[config.mk]
export PLATFORM = sky130hd
export DESIGN_NAME = segre_mem_stage
export DESIGN_NICKNAME = d
export VERILOG_FILES = /design/src/rtl/segre_mem_stage.sv
export SDC_FILE = /design/constraint.sdc
export NUM_CORES = 1
export LEC_CHECK = 0
export BUFFER_PORTS_ARGS = -buffer_cell sky130_fd_sc_hd__buf_2
export CAP_MARGIN = 20
export CORE_AREA = 10 10 137 139
export DETAILED_ROUTE_END_ITERATION = 6
export DIE_AREA = 0 0 147 149
export PLACE_DENSITY_LB_ADDON = 0.05
export SLEW_MARGIN = 15
export SYNTH_ARGS = -nofsm -noshare
export SYNTH_HDL_FRONTEND = slang
export SYNTH_SLANG_ARGS = --single-unit
[constraint.sdc]
create_clock -name clk_i -period 5 [get_ports clk_i]
set_input_delay 0.5 -clock clk_i [delete_from_list [all_inputs] [get_ports clk_i]]
set_output_delay 0.5 -clock clk_i [all_outputs]
set_load 0.01 [all_outputs]
[src/rtl/segre_mem_stage.sv]
// segre_mem_stage: EX/MEM register, data-memory handshake, load/store alignment.
// Optional: SEGRE_MEM_MISALIGN_CHECK_EN traps misaligned HALF/WORD accesses.

package segre_pkg;
    localparam int WORD_SIZE = 32;
    localparam int ADDR_SIZE = 32;
    localparam int REG_SIZE  = 5;

    typedef enum logic [1:0] {
        BYTE,
        HALF,
        WORD
    } memop_data_type_e;
endpackage

module segre_mem_stage
    import segre_pkg::*;
(
    input  logic                 clk_i,
    input  logic                 rst_i,
    input  logic                 valid_ex_i,
    input  logic                 finish_test_i,
    input  logic [WORD_SIZE-1:0] alu_res_i,
    input  logic                 rf_we_i,
    input  logic [REG_SIZE-1:0]  rf_waddr_i,
    input  logic [WORD_SIZE-1:0] rf_st_data_i,
    input  memop_data_type_e     memop_type_i,
    input  logic                 memop_rd_i,
    input  logic                 memop_wr_i,
    input  logic                 memop_sign_ext_i,
    input  logic [ADDR_SIZE-1:0] seq_new_pc_i,
    input  logic                 is_jaljalr_i,
    input  logic                 block_mem_i,
    input  logic                 inject_nops_i,
    output logic                 mem_req_o,
    output logic                 mem_we_o,
    output logic [ADDR_SIZE-1:0] mem_addr_o,
    output logic [3:0]           mem_be_o,
    output logic [WORD_SIZE-1:0] mem_wdata_o,
    input  logic                 mem_rvalid_i,
    input  logic [WORD_SIZE-1:0] mem_rdata_i,
    output logic                 rf_we_o,
    output logic [REG_SIZE-1:0]  rf_waddr_o,
    output logic [WORD_SIZE-1:0] rf_wdata_o,
    output logic                 valid_mem_o,
    output logic                 finish_test_o,
    output logic                 stall_mem_o,
    output logic                 misaligned_o
);

    typedef enum logic {
        IDLE,
        WAIT
    } state_e;

    state_e state_q;

    logic                 valid_q;
    logic                 finish_test_q;
    logic                 rf_we_q;
    logic                 memop_rd_q;
    logic                 memop_wr_q;
    logic                 is_jaljalr_q;
    logic                 done_q;
    logic [WORD_SIZE-1:0] alu_res_q;
    logic [REG_SIZE-1:0]  rf_waddr_q;
    logic [WORD_SIZE-1:0] rf_st_data_q;
    memop_data_type_e     memop_type_q;
    logic                 memop_sign_ext_q;
    logic [ADDR_SIZE-1:0] seq_new_pc_q;

    logic                 hold;
    logic                 memop;
    logic                 mis;
    logic                 in_wait;
    logic [1:0]           off;
    logic [4:0]           shamt;
    logic [WORD_SIZE-1:0] lane_w;
    logic [15:0]          lane_h;
    logic [WORD_SIZE-1:0] ld_data;
    logic [3:0]           be;
    logic [WORD_SIZE-1:0] wdata;

    assign off     = alu_res_q[1:0];
    assign shamt   = {off, 3'b000};
    assign in_wait = (state_q == WAIT);

    // done_q marks an access that already completed while the register
    // is frozen by block_mem_i, so it is neither re-issued nor re-presented.
`ifdef SEGRE_MEM_MISALIGN_CHECK_EN
    assign mis = valid_q & ~done_q & (memop_rd_q | memop_wr_q)
               & (((memop_type_q == HALF) & off[0])
               | ((memop_type_q == WORD) & (off != 2'b00)));
`else
    assign mis = 1'b0;
`endif

    assign memop = valid_q & ~done_q & (memop_rd_q | memop_wr_q) & ~mis;

    assign stall_mem_o = ((state_q == IDLE) & memop)
                       | (in_wait & ~mem_rvalid_i);
    assign hold        = block_mem_i | stall_mem_o;

    assign mem_req_o    = (state_q == IDLE) & memop;
    assign mem_we_o     = memop_wr_q;
    assign mem_addr_o   = {alu_res_q[ADDR_SIZE-1:2], 2'b00};
    assign mem_be_o     = be;
    assign mem_wdata_o  = wdata;
    assign misaligned_o = mis;

    assign valid_mem_o   = valid_q & ~done_q
                         & (~memop | (in_wait & mem_rvalid_i));
    assign rf_we_o       = rf_we_q & valid_mem_o & ~mis;
    assign finish_test_o = finish_test_q & valid_mem_o;
    assign rf_waddr_o    = rf_waddr_q;

    // Byte enables and lane-replicated store data.
    always_comb begin
        be    = 4'b1111;
        wdata = rf_st_data_q;
        case (memop_type_q)
            BYTE: begin
                be    = 4'b0001 << off;
                wdata = {4{rf_st_data_q[7:0]}};
            end
            HALF: begin
                be    = 4'b0011 << {off[1], 1'b0};
                wdata = {2{rf_st_data_q[15:0]}};
            end
            default: begin
                be    = 4'b1111;
                wdata = rf_st_data_q;
            end
        endcase
    end

    // Load lane extraction with sign/zero extension.
    always_comb begin
        lane_w  = mem_rdata_i >> shamt;
        lane_h  = off[1] ? mem_rdata_i[31:16] : mem_rdata_i[15:0];
        ld_data = mem_rdata_i;
        case (memop_type_q)
            BYTE: ld_data = {{24{memop_sign_ext_q & lane_w[7]}},
                             lane_w[7:0]};
            HALF: ld_data = {{16{memop_sign_ext_q & lane_h[15]}},
                             lane_h};
            default: ld_data = mem_rdata_i;
        endcase
    end

    // Write-back value select.
    always_comb begin
        rf_wdata_o = alu_res_q;
        if (memop_rd_q)
            rf_wdata_o = ld_data;
        else if (is_jaljalr_q)
            rf_wdata_o = seq_new_pc_q;
    end

    // Request/response FSM.
    always_ff @(posedge clk_i or posedge rst_i) begin
        if (rst_i) begin
            state_q <= IDLE;
        end else begin
            case (state_q)
                IDLE: if (memop) state_q <= WAIT;
                WAIT: if (mem_rvalid_i) state_q <= IDLE;
                default: state_q <= IDLE;
            endcase
        end
    end

    // Completed-while-blocked flag, cleared when a new instruction enters.
    always_ff @(posedge clk_i or posedge rst_i) begin
        if (rst_i)
            done_q <= 1'b0;
        else if (!hold)
            done_q <= 1'b0;
        else if (in_wait && mem_rvalid_i)
            done_q <= 1'b1;
    end

    // Control half of the EX/MEM register; bubbles clear these bits.
    always_ff @(posedge clk_i or posedge rst_i) begin
        if (rst_i) begin
            valid_q       <= 1'b0;
            finish_test_q <= 1'b0;
            rf_we_q       <= 1'b0;
            memop_rd_q    <= 1'b0;
            memop_wr_q    <= 1'b0;
            is_jaljalr_q  <= 1'b0;
        end else if (!hold) begin
            valid_q       <= valid_ex_i & ~inject_nops_i;
            finish_test_q <= finish_test_i & ~inject_nops_i;
            rf_we_q       <= rf_we_i & ~inject_nops_i;
            memop_rd_q    <= memop_rd_i & ~inject_nops_i;
            memop_wr_q    <= memop_wr_i & ~inject_nops_i;
            is_jaljalr_q  <= is_jaljalr_i & ~inject_nops_i;
        end
    end

    // Data half of the EX/MEM register.
    always_ff @(posedge clk_i) begin
        if (!hold) begin
            alu_res_q        <= alu_res_i;
            rf_waddr_q       <= rf_waddr_i;
            rf_st_data_q     <= rf_st_data_i;
            memop_type_q     <= memop_type_i;
            memop_sign_ext_q <= memop_sign_ext_i;
            seq_new_pc_q     <= seq_new_pc_i;
        end
    end

endmodule

; After elaboration in Yosys (flattened, before gate mapping)
; Cells that the tools add are included.
[classes]
mux = 11
bitwise_logic = 25
n_reduce_logical = 2
eq_ne = 2
shifts = 3
[op_table]
columns = operator, n
row1 = case mux 32 bit (2 select lines), 2
row2 = 2-to-1 mux 32 bit, 2
row3 = >> shifter 32 x 5 -> 8 bit, 1
row4 = AND 1 bit, 16
row5 = 2-to-1 mux 16 bit, 1
row6 = case mux 4 bit (2 select lines), 1
row7 = NOT 1 bit, 5
row8 = 2-to-1 mux 1 bit, 4
row9 = bitwise OR 1 bit, 4
row10 = "<< shifter 1 x 2 -> 4 bit, first input constant", 1
row11 = "<< shifter 2 x 2 -> 4 bit, first input constant", 1
row12 = "equality test 2 x 1 -> 1 bit, second input constant", 1
row13 = zero test 2 bit, 1
row14 = "inequality test 2 x 1 -> 1 bit, second input constant", 1
row15 = case mux 1 bit (2 select lines), 1
row16 = logical AND 1 bit, 1
[word_totals]
register_bits = 112
input_bits = 147
output_inout_bits = 112

; Depth between registers and ports, before layout
; Gate-level depths: netlist of run 1.
[logic_depth]
word_depth = 7
mapped_depth = 6
mapped_depth_nobuf = 4

; Worst setup path before layout of run 1
; Ideal clock, no wire load.
[synth_path]
path_type = register to register
startpoint = register memop_rd_q
endpoint = register finish_test_q
required_time_ns = 4.923
n_path_buf = 0
setup_slack_ns = 1.131
arrival_time_ns = 3.792
stages_incl_launch_ff = 5
cell_sequence = dfrtp_1 nor2_4 nor3_4 nor3_4 mux2_4
[synth_via]
elab_chain_cells = 5
[synth_lines]
columns = element, line_no
row1 = from (decl), 61  ; logic memop_rd_q;
row2 = from (signal assigned), 196  ; memop_rd_q <= memop_rd_i & ~inject_nops_i;
row3 = bitwise OR 1 bit, 98  ; assign memop = valid_q & ~done_q & (memop_rd_q | memop_wr_q) & ~mis;
row4 = AND 1 bit, 98
row5 = AND 1 bit, --
row6 = via mem_req_o, 35  ; output logic mem_req_o,
row7 = bitwise OR 1 bit, 101  ; | (in_wait & ~mem_rvalid_i);
row8 = bitwise OR 1 bit, 102  ; assign hold = block_mem_i | stall_mem_o;
row9 = to (signal assigned), 194  ; finish_test_q <= finish_test_i & ~inject_nops_i;
row10 = to (decl), 59  ; logic finish_test_q;
; The timed path passes the listed nets, and every way through them passes these cells.
; A chain may end at the register's enable or synchronous reset.

; Worst setup path in the final report of run 1
[layout_path]
startpoint = register alu_res_q[1]
endpoint = output port rf_wdata_o[2]
[layout_via]
elab_chain_cells = 3
word_cells_on_any_way = 4
[layout_lines]
columns = element, line_no
row1 = from (decl), 65  ; logic [WORD_SIZE-1:0] alu_res_q;
row2 = from (signal assigned), 205  ; alu_res_q <= alu_res_i;
row3 = >> shifter 32 x 5 -> 8 bit / 2-to-1 mux 16 bit (equally long branches), "139, 140"
row4 = case mux 32 bit (2 select lines) *, 142  ; case (memop_type_q)
row5 = 2-to-1 mux 32 bit *, 154  ; if (memop_rd_q)
row6 = to (decl), 44  ; output logic [WORD_SIZE-1:0] rf_wdata_o,
; Every way passes the cells marked *; elsewhere a longest branch is shown, timed or not.

==> flow_metrics.py, run 1 <==
metrics = {
    "sta": {
        "drv_slew": 0,
        "tns_ns": 0,
        "rsz0062_at_grt": "false",
        "period_needed_ns": 3.291,
        "finalHoldViolCount": 0,
        "finalCritPeriodShare": 0.6583,
        "fin_hold_ws_ns": 0.1004,
        "worst_slew_pin_slew_ns": 1.068,
        "fin_skew_ns": 0.009665,
        "max_slew_margin": 0.2881,
        "finalSetupViolCount": 0,
        "max_freq_mhz": 303.8,
    },
    "synth": {
        "synth_area_um2": 5512,
        "yosys.area.top_type": "edfxtp_1",
        "async_flop_share": 0.07143,
        "yosysSeqAreaShare": 0.6030,
        "synth_edf_count": 104,
        "ys.warnings.count": 0,
        "netlist_instances": 418,
        "syn_avg_cell_area_um2": 13.19,
        "synth_cell_type_count": 45,
        "synth_area_leaders": "edfxtp_1 (57%), buf_4 (6.1%), mux2i_1 (5.4%), mux2_2 (4.7%), dfrtp_1 (3.6%)",
        "synth_ff_type": "edfxtp_1",
        "synth-seq-cells": 112,
        "synth_top_area_frac": 0.5666,
    },
    "floorplanning": {
        "core_area_um2": 16170,
        "initial_core_util": 0.3408,
        "fp.dieH_um": 149,
        "io_pins": 259,
        "die_w_um": 147,
        "core.rowCount": 47,
        "design.die.area_um2": 21900,
    },
    "routing": {
        "initialDrtViolationCount": 196,
        "num_vias": 4030,
        "wl_per_cell_um": 20.71,
        "drc": 0,
        "wl_mm": 17.58,
        "viasPerCell": 4.747,
        "drtPass1Iterations": 4,
        "postRouteAntennaNets": 0,
    },
    "global_route": {
        "grt_pass1_wl_mm": 26.48,
        "grt_pass1_vias": 4483,
        "grt_max_degree": 53,
        "grt_usage": 0.1565,
        "gr-total-overflow": 0,
        "grt_antenna_before_repair": 4,
    },
    "layout": {
        "multi_input_area_um2": 1725,
        "fillers": 1591,
        "nets": 770,
        "drive_gt1_frac": 0.4952,
        "syn2layout_area_growth_pct": 25.90,
        "layout_commonest_cell": "buf_2",
        "fin_util": 0.4291,
        "layout_common_cells": "buf_2 (255), edfxtp_1 (104), nand2_1 (36)",
        "seq_area_um2": 3326,
    },
    "place": {
        "dp_hpwl_mm": 13.86,
        "place.gp.congestion": 0.8518,
        "port_buffers": 255,
    },
    "critical_path": {
        "cp.required_ns": 4.50,
        "criticalPathCategory": "reg -> out",
        "critPathMaxFanout": 26,
        "cp-start-kind": "flop",
        "crit_path_end_kind": "primary output",
        "worstPathArrival_ns": 2.79,
    },
    "clocking": {
        "cts.sinks": 112,
        "clk_pin_slew_ns": 0.07,
        "clock_latency_ns": 0.35,
        "max-clock-path-buffers": 2,
        "post_cts_buffers": 0,
        "cts_inserted_buffers": 9,
        "cts-resized-gates": 0,
        "cts_tree": "done",
        "cts_max_level": 3,
        "hold_buffers": 0,
        "clockRootBuffer": "clkbuf_16",
    },
    "power": {
        "leakage_nw": 2.926,
        "ir_worst_vdd_v": 0.0001644,
        "powerDensity_nw_per_um2": 425.9,
        "p_total_w": 0.002956,
    },
    "min_path": {
        "worstHoldPathType": "in -> async",
    },
    "outcome": {
        "outcome": "completed",
    },
    "job": {
        "cap_viol_max_count": 0,
    },
}
-- where the power goes --
group	switching, W	total, W	internal, W
combinational	0.000519	0.000918	0.000398
sequential	0.000126	0.00134	0.00121
clock	0.000317	0.000699	0.000382
total	0.000962	0.00296	0.00199
-- worst paths after layout --
path,startpoint,endpoint,slack (ns),cells after the start
setup reg to reg,memop_rd_q$_DFFE_PP0N_,is_jaljalr_q$_DFFE_PP0N_,2.23,6
max in group asynchronous,rst_i,memop_rd_q$_DFFE_PP0N_,4.61,2
hold reg to reg,done_q$_DFFE_PP0P_,done_q$_DFFE_PP0P_,0.49,2
hold / removal,rst_i,in_wait$_DFF_PP0_,0.10,2
setup / recovery,alu_res_q[1]$_DFFE_PN_,rf_wdata_o[2],1.71,5
min in group clk_i,alu_res_i[26],alu_res_q[26]$_DFFE_PN_,0.32,1
-- flip-flops by register name, indices dropped and copies added (netlist names) --
name / cells
valid_q: 1
rf_waddr_o: 5
mem_we_o: 1
memop_type_q: 2
seq_new_pc_q: 32
in_wait: 1
done_q: 1
rf_we_q: 1
memop_rd_q: 1
finish_test_q: 1
alu_res_q: 32
is_jaljalr_q: 1
rf_st_data_q: 32
memop_sign_ext_q: 1
-- kinds of logic (layout without fill, tap and decap cells) --
family                 after synthesis  after routing  share of synthesized area
other                                1              6                  0.0006804
muxes                               58             58                     0.1151
DFF                                112            112                     0.6030
and+or+nand+nor                     82             82                    0.07969
AOI/OAI and AO/OA                   92             92                     0.1162
buffers and inverters               73            279                    0.08536
-- through the flow --
step	setup WS, ns	area [um2]	instances
6_report	1.709	6939	849
5_1_grt	1.465	6934	847
4_1_cts	1.677	6932	846
3_5_place_dp	2.080	6655	832
3_3_place_gp	2.056	6655	832
2_1_floorplan	1.131	5519	420
-- cells in the mapped netlist (3+ instances only) --
cell       instances
mux2_4             5
o22ai_1           11
a31oi_1            9
a211oi_1           9
nand3_1            4
a21oi_1           11
a2bb2oi_1          5
nor2b_1           20
inv_1              6
edfxtp_1         104
buf_2             10
clkbuf_1           9
o21ai_0           10
mux2_2            23
nand2b_1           5
a21o_1             8
o211ai_1          17
dfrtp_1            8
buf_4             45
nand2_1           36
and2_1             3
mux2i_1           30
-- metal layers --
metal / global-route usage / up-vias / wire length, um
met2: 0.2548 / 170 / 8325
met3: 0.06462 / 19 / 1686
met1: 0.1834 / 1902 / 7287
met4: 0.05451 / 2 / 268
li1: - / 1937 / -
met5: 0 / - / 14
-- critical path, stage by stage, from the launching register on --
cell,delay (ns)
edfxtp_1,0.91
nor2b_1,0.62
nand2_1,0.27
o22ai_1,0.33
a21oi_1,0.13
buf_2,0.17
-- final cells by class --
class / count / area share
diodes: 3 / 0.001082
repair buffers: 259 / 0.1882
multi-input cells: 235 / 0.2486
well taps: 220 / 0.03967
inverters: 6 / 0.003246
clock buffers: 10 / 0.03300
flip-flops and latches: 112 / 0.4793
clock inverters: 4 / 0.006852
No activity file was read; power rests on OpenSTA's default activity.
==> run 2: changes to the inputs <==
==> constraint.sdc (replaced) <==
create_clock -name clk_i -period 3.2 [get_ports clk_i]
set_input_delay 0.32 -clock clk_i [delete_from_list [all_inputs] [get_ports clk_i]]
set_output_delay 0.32 -clock clk_i [all_outputs]
set_load 0.01 [all_outputs]
==> flow_metrics.py, run 2 (synthesis gave the netlist of run 1 again) <==
metrics = {
    "floorplanning": {
        "initial_core_util": 0.3408,
        "design.die.area_um2": 21900,
        "die_w_um": 147,
        "core_area_um2": 16170,
        "fp.dieH_um": 149,
        "io_pins": 259,
        "core.rowCount": 47,
    },
    "layout": {
        "reg.largest.list": "alu_res_q x32, rf_st_data_q x32, seq_new_pc_q x32",
        "layout_commonest_cell": "buf_2",
        "multi_input_area_um2": 1725,
        "layout_common_cells": "buf_2 (255), edfxtp_1 (104), nand2_1 (36)",
        "syn2layout_area_growth_pct": 27.90,
        "drive_gt1_frac": 0.5016,
        "fillers": 1577,
        "nets": 776,
        "stdcell_count": 857,
        "seq_area_um2": 3326,
    },
    "critical_path": {
        "cp_cell_sequence": "buf_4, nor2b_1, nand2_1, o22ai_1, a21oi_1, buf_2",
        "worstPathArrival_ns": 2.44,
        "cp-start-kind": "flop",
        "r2r_cells": 6,
        "rrSetupSlack_ns": 0.96,
        "cp_top_family": "simple AND/OR/NAND/NOR gates",
        "r2r-start": "memop_rd_q$_DFFE_PP0N_",
        "criticalPathCategory": "reg -> out",
        "cp.required_ns": 2.88,
        "critPathMaxStageDelay_ns": 0.56,
        "critPathMaxFanout": 16,
        "critPathSlowestCell": "edfxtp_1",
        "timing.rr.end": "is_jaljalr_q$_DFFE_PP0N_",
        "cp_num_buf_inv": 2,
        "crit_path_end_kind": "primary output",
    },
    "power": {
        "power_frac_seq": 0.431,
        "power.internal_w": 0.003235,
        "ir_worst_vdd_v": 0.0003175,
        "clockPowerShare": 0.259,
        "powerDensity_nw_per_um2": 681.4,
        "p_comb_frac": 0.310,
        "leakage_nw": 2.984,
        "p_switching_w": 0.001569,
        "swShare": 0.3266,
    },
    "min_path": {
        "hold_start": "rf_st_data_i[2]",
        "worstHoldPathType": "in -> reg",
        "holdPathEnd": "rf_st_data_q[2]$_DFFE_PN_",
        "hold_depth": 1,
    },
    "routing": {
        "postRouteAntennaNets": 0,
        "wl_mm": 17.82,
        "wl_per_cell_um": 20.80,
        "drtPass1Iterations": 4,
        "initialDrtViolationCount": 153,
        "num_vias": 4108,
        "viasPerCell": 4.793,
        "drc": 0,
    },
    "place": {
        "dp_cells": 837,
        "dp_hpwl_mm": 13.96,
        "place.gp.congestion": 0.8317,
        "port_buffers": 255,
    },
    "job": {
        "cap_viol_max_count": 0,
    },
    "sta": {
        "tns_ns": 0,
        "period_needed_ns": 2.761,
        "rsz0062_at_grt": "false",
        "finalHoldViolCount": 0,
        "max_freq_mhz": 362.1,
        "fin_hold_ws_ns": 0.1332,
        "worst_slew_pin_slew_ns": 0.7297,
        "max_slew_margin": 0.5135,
        "finalSetupViolCount": 0,
        "drv_slew": 0,
        "finalCritPeriodShare": 0.8630,
        "fin_skew_ns": 0.006098,
    },
    "global_route": {
        "grt_antenna_before_repair": 4,
        "grt_usage": 0.1556,
        "gr-total-overflow": 0,
        "grt_max_degree": 81,
        "grt_pass1_wl_mm": 26.39,
        "grt_pass1_vias": 4412,
    },
    "clocking": {
        "clock_latency_ns": 0.35,
        "cts_inserted_buffers": 9,
        "cts_tree": "done",
        "max-clock-path-buffers": 2,
        "cts-resized-gates": 0,
        "post_cts_buffers": 0,
        "clockRootBuffer": "clkbuf_16",
        "cts_max_level": 3,
        "cts.sinks": 112,
        "hold_buffers": 1,
        "clk_pin_slew_ns": 0.08,
    },
    "outcome": {
        "outcome": "completed",
    },
}
[run 2: changes by cell type in the layout (fill, tap and decap cells not counted)]
| cell | before | now |
|---|---|---|
| buf_12 | 0 | 1 |
| clkinv_4 | 1 | 0 |
| bufinv_16 | 1 | 2 |
| clkinv_2 | 1 | 0 |
| buf_4 | 4 | 8 |
| inv_6 | 0 | 3 |
| clkinv_1 | 1 | 0 |
| inv_8 | 0 | 1 |
| dlygate4sd3_1 | 0 | 1 |
[run 2: worst max-delay path by stage]
stage / start / endpoint / slack [ns] / cells past startpoint
floorplan: memop_rd_q$_DFFE_PP0N_ / finish_test_q$_DFFE_PP0N_ / -0.67 / 4
global placement: alu_res_q[1]$_DFFE_PN_ / rf_wdata_o[6] / 0.86 / 6
detailed placement: alu_res_q[1]$_DFFE_PN_ / rf_wdata_o[5] / 0.82 / 6
CTS: alu_res_q[1]$_DFFE_PN_ / rf_wdata_o[3] / 0.42 / 6
global route: alu_res_q[1]$_DFFE_PN_ / rf_wdata_o[4] / 0.17 / 6
finish: alu_res_q[1]$_DFFE_PN_ / rf_wdata_o[5] / 0.44 / 6
[run 2: metal layers]
layer	vias to the layer above	track usage	share of wire
li1	1957	-	-
met1	1971	0.1746	0.40
met2	164	0.2668	0.50
met3	14	0.07403	0.086
met4	2	0.02924	0.010
met5	-	0	0.00073
[run 2: power by group through the flow]
| stage | clock network (W) | registers, W | logic, W |
|---|---|---|---|
| after detailed placement | 0 | 0.00211 | 0.00152 |
| after floorplan | 0 | 0.00202 | 0.00102 |
| after global routing | 0.00134 | 0.00211 | 0.00163 |
| final | 0.00125 | 0.00207 | 0.00149 |
| after CTS | 0.00129 | 0.00208 | 0.00152 |
| after global placement | 0 | 0.00210 | 0.00151 |
[run 2: cell type report]
| type | instances | share of cell area |
|---|---|---|
| clock inverter | 6 | 0.01384 |
| inverter | 6 | 0.003195 |
| sequential | 112 | 0.4718 |
| antenna | 3 | 0.001065 |
| multi-input combinational | 235 | 0.2448 |
| timing repair buffer | 265 | 0.1938 |
| tap | 220 | 0.03905 |
| clock buffer | 10 | 0.03248 |
[run 2: through the flow]
step             util  worst slack, ns  instance area (um2)  total power, W
2_1_floorplan       -          -0.6688                 5519        0.003039
3_3_place_gp   0.4146           0.8606                 6705        0.003616
3_5_place_dp   0.4146           0.8173                 6705        0.003626
4_1_cts        0.4354           0.4181                 7042        0.004893
5_1_grt        0.4354           0.1669                 7042        0.005076
6_report       0.4359           0.4385                 7049        0.004804
